### config.mk
export PLATFORM = sky130hd
export DESIGN_NAME = dev_bridge
export DESIGN_NICKNAME = d
export VERILOG_FILES = /design/src/rtl/dev_bridge.sv
export SDC_FILE = /design/constraint.sdc
export NUM_CORES = 1
export LEC_CHECK = 0
export ABC_AREA = 1
export BUFFER_PORTS_ARGS = -buffer_cell sky130_fd_sc_hd__buf_2
export CORE_MARGIN = 2
export CORE_UTILIZATION = 45
export DETAILED_ROUTE_END_ITERATION = 7
export PLACE_DENSITY = 0.8
export SLEW_MARGIN = 20
export SYNTH_ARGS = -nofsm -noshare
export SYNTH_HDL_FRONTEND = slang
export SYNTH_SLANG_ARGS = --single-unit
### constraint.sdc
create_clock -name clk -period 1.5 [get_ports clk]
set_clock_uncertainty 0.2 [all_clocks]
set_input_delay 0.075 -clock clk [delete_from_list [all_inputs] [get_ports clk]]
set_output_delay 0.075 -clock clk [all_outputs]
set_load 0.005 [all_outputs]
### src/rtl/dev_bridge.sv
// MEM-stage bridge from the pipeline to a memory-mapped device bus. Device accesses stall the pipeline until dev_ack.
// Optional ack-wait timeout with bus_err pulse: define DEV_TIMEOUT_EN.
module dev_bridge #(
  parameter int unsigned TIMEOUT_CYC = 16,
  parameter logic [31:0] DEV_BASE    = 32'h0000_7F00,
  parameter logic [31:0] DEV_LIMIT   = 32'h0000_7F1F
) (
  input  logic        clk,
  input  logic        reset,
  input  logic [31:0] ALUout_M,
  input  logic [31:0] WD_M,
  input  logic        MemRead_M,
  input  logic        MemWrite_M,
  output logic        HitDM,
  output logic [31:0] DIN,
  output logic        stall_M,
  output logic        dev_req,
  output logic        dev_we,
  output logic [31:0] dev_addr,
  output logic [31:0] dev_wdata,
  input  logic        dev_ack,
  input  logic [31:0] dev_rdata,
  output logic        bus_err
);

  // state | meaning
  // IDLE  | no device transfer; a device access stalls and launches REQ
  // REQ   | dev_req high, waiting for dev_ack (or timeout)
  // DONE  | DIN valid, pipeline advances; always returns to IDLE
  typedef enum logic [1:0] {IDLE, REQ, DONE} state_t;

  state_t state_q, state_d;
  logic   acc;
  logic   expire;

  if (TIMEOUT_CYC < 2 || TIMEOUT_CYC > 255) begin : g_bad_timeout
    $error("dev_bridge: TIMEOUT_CYC must be in 2..255");
  end

  assign acc     = (MemRead_M | MemWrite_M) && (ALUout_M >= DEV_BASE) && (ALUout_M <= DEV_LIMIT);
  assign HitDM   = acc;
  assign dev_req = (state_q == REQ);

  always_comb begin
    state_d = state_q;
    stall_M = 1'b0;
    case (state_q)
      IDLE: begin
        if (acc) begin
          stall_M = 1'b1;
          state_d = REQ;
        end
      end
      REQ: begin
        stall_M = 1'b1;
        if (dev_ack || expire) state_d = DONE;
      end
      DONE:    state_d = IDLE;
      default: state_d = IDLE;
    endcase
  end

  always_ff @(posedge clk or negedge reset) begin
    if (!reset) state_q <= IDLE;
    else        state_q <= state_d;
  end

  always_ff @(posedge clk or negedge reset) begin
    if (!reset) begin
      dev_addr  <= '0;
      dev_wdata <= '0;
      dev_we    <= 1'b0;
      DIN       <= '0;
    end else begin
      case (state_q)
        IDLE: begin
          if (acc) begin
            dev_addr  <= {ALUout_M[31:2], 2'b00};
            dev_wdata <= WD_M;
            dev_we    <= MemWrite_M;
          end
        end
        REQ: begin
          // ack takes priority over an expiring timeout
          if (dev_ack) begin
            DIN    <= dev_we ? 32'h0 : dev_rdata;
            dev_we <= 1'b0;
          end else if (expire) begin
            DIN    <= 32'h0;
            dev_we <= 1'b0;
          end
        end
        default: ;
      endcase
    end
  end

`ifdef DEV_TIMEOUT_EN
  localparam logic [7:0] TO_LAST = 8'(TIMEOUT_CYC - 1);

  logic [7:0] to_cnt_q;

  assign expire = (state_q == REQ) && (to_cnt_q == TO_LAST);

  always_ff @(posedge clk or negedge reset) begin
    if (!reset) begin
      to_cnt_q <= '0;
    end else if (state_q == IDLE && acc) begin
      to_cnt_q <= '0;
    end else if (state_q == REQ && !dev_ack && !expire) begin
      to_cnt_q <= to_cnt_q + 8'd1;
    end
  end

  always_ff @(posedge clk or negedge reset) begin
    if (!reset) bus_err <= 1'b0;
    else        bus_err <= expire && !dev_ack;
  end
`else
  assign expire  = 1'b0;
  assign bus_err = 1'b0;
`endif

endmodule

==> results.toml <==
[status]
status = "completed"

[logic_synthesis]
avgSynthCellArea_um2 = 9.084
yosysMostFrequentCell = "nand2_1"
synth_top_area_cell = "dfrtp_1"
synthTopCellsByCount = "163 x nand2_1, 97 x dfrtp_1, 69 x nand3_1"
syn_inst = 430
synthFlopType = "dfrtp_1"
synth_area_um2 = 3906
synth_edf_count = 0
synth_cell_type_count = 14
synth_warnings = 0
seq_area_frac_synth_pct = 62.14
synth_top_area_share_pct = 62.14
synthTopCellsByArea = "dfrtp_1 62%, nand2_1 16%, nand3_1 8.8%"
synthArstFlopShare_pct = 100.0
ys_seq_elements = 97

[timing]
slew_violations = 0
final-hold-violation-count = 0
rsz0062_at_grt = "yes"
fin_crit_sh_pct = 96.18
setup_slack_ns = 0.05732
fmax_ghz = 0.6932
finalSetupViolCount = 0
fin_crit_ns = 1.443
setup_tns_ns = 0

[critical_path]
critPathRequiredTime_ns = 1.54
path_class = "reg -> reg"
cp_data_arrival_time_ns = 1.49
start_kind = "flip-flop"
worstPathMaxFanout = 56
critPathCaptureType = "flip-flop"

[layout]
diodes = 0
final_cells = 811
fillCellCount = 591
layout.nets = 802
utilization_pct = 72.88
area_delta_synth_final_pct = 54.84
final_layout_size_suffix_gt1_share_pct = 33.43

[place]
place_inst = 717
dp_slack_ns = 0.01711
port-buffer-count = 196
dpl.hpwl_um = 7034
routabilityCongestion = 0.8187

[cts]
htreeDepth = 3
path_clk_slew_ns = 0.09
clock-sinks = 97
clkLatencyLatePin_ns = 0.34
cts_tree = "done"
cts.path.max_buffers = 2
root_buffer = "clkbuf_8"
cts_buffers = 9

[floorplan]
die_w_um = 97.17
rows = 33
dieHeight_um = 97.17
coreArea_um2 = 8299
start_util_pct = 47.07
die-area_um2 = 9442
ios = 202

[global_routing]
grt_max_degree = 57
overflow = 0
antenna_found_initial = 0
grt_pass1_wl_um = 19060
track_usage_pct = 24.88
grt_pass1_vias = 4017

[routing]
drcViolationCount = 0
finalWirelength_um = 12130
drtPass1Iterations = 4
vias = 3958
drt_iter0_markers = 182
viasPerCell = 4.880
ant_nets = 0
drt-wirelength-per-cell_um = 14.96

[pwr]
total_leakage_power_nw = 3.589
internal-power_mw = 3.606
clockPowerShare_pct = 33.1
power_density_nw_per_um2 = 784.5
switching_power_mw = 1.138
switching_share_pct = 23.99
vdd_ir_drop_max_uv = 463.5
pwr-share-seq_pct = 56.7
pwr-share-comb_pct = 10.2

[min_path]
hold_path_class = "in -> reg"

[flow_run]
cap_violations = 0
[flip-flops by register name, indices dropped and copies added (netlist names)]
name and flops:
dev_we 1, state_q 2, DIN 32, dev_addr 30
dev_wdata 32
[cell usage in the layout (no fill, tap or decap), drive strengths merged]
master / netlist / final
buf: 23 / 213
nand2: 163 / 163
dfrtp: 97 / 97
dlygate4sd3: 0 / 71
nand3: 70 / 70
inv: 25 / 26
nor2: 25 / 25
a21boi: 20 / 20
clkbuf: 5 / 13
conb: 1 / 3
clkinvlp: 0 / 3
o21ai: 1 / 1
clkinv: 0 / 1
[worst paths after layout]
kind | from | to | slack [ns] | cells past startpoint
max | state_q[1]$_DFFE_PN0P_ | dev_we$_DFFE_PN0P_ | 0.06 | 6
min in group asynchronous | reset | dev_wdata[17]$_DFFE_PN0P_ | 0.47 | 3
max in group asynchronous | reset | dev_wdata[28]$_DFFE_PN0P_ | 0.16 | 4
min reg2reg | dev_addr[10]$_DFFE_PN0P_ | dev_addr[10]$_DFFE_PN0P_ | 0.27 | 2
max reg2reg | state_q[1]$_DFFE_PN0P_ | dev_we$_DFFE_PN0P_ | 0.06 | 6
min | ALUout_M[19] | dev_we$_DFFE_PN0P_ | 0.1 | 9
[what timing repair did]
| item | 4_1_cts | 5_1_grt |
|---|---|---|
| endpoints found under the setup margin | 0 | 99 |
| buffers inserted | 0 | 5 |
| gates resized for setup | 0 | 7 |
| hold endpoints to repair | 167 | 0 |
| hold buffers | 71 | 0 |
[metrics by stage]
step,hold slack (ns),instance area [um^2],power (mW)
after floorplan,-0.4206,3914,2.810
after global placement,-0.1815,5046,3.054
after detailed placement,-0.1797,5046,3.065
after CTS,0.07551,5938,4.762
after global routing,0.1323,6048,4.957
final,0.09628,6048,4.745
[layout make-up]
cell class                 instances  area, um^2  area share, %
clock buffer                      11       141.4          2.338
clock inverter                     5       40.04         0.6620
inverter                          25       93.84          1.552
multi-input combinational        282        1252          20.71
sequential                        97        2427          40.13
tap                              105       131.4          2.172
timing repair buffer             286        1962          32.44
[power groups by stage]
stage	registers (mW)	logic (mW)	clock network, mW
finish	2.69	0.485	1.57
global route	2.70	0.534	1.73
CTS	2.69	0.470	1.60
detailed placement	2.74	0.327	0
global placement	2.74	0.317	0
floorplan	2.74	0.0675	0
[cell families (layout without fill, tap and decap cells)]
family	after synthesis	count (layout)	share of synthesized area, %
AO/OA/AOI/OAI	21	21	3.972
flip-flops	97	97	62.14
AND/OR/NAND/NOR	258	258	27.29
buffers and inverters	53	327	6.502
other	1	3	0.09600
[worst max-delay path, stage by stage, from the launching register on]
cell	delay [ns]
dfrtp_1	0.40
buf_4	0.15
nor2_4	0.12
buf_12	0.26
nand3_1	0.11
nand2_1	0.07
inv_1	0.04
[metal layers]
metal	up-vias	wire length [um]	global-route usage, %
met5	-	0	0
met4	0	389	11.59
met3	34	657	4.029
met2	181	6460	44.82
met1	1862	4625	28.93
li1	1881	-	-
(Power assumes the default switching activity.)
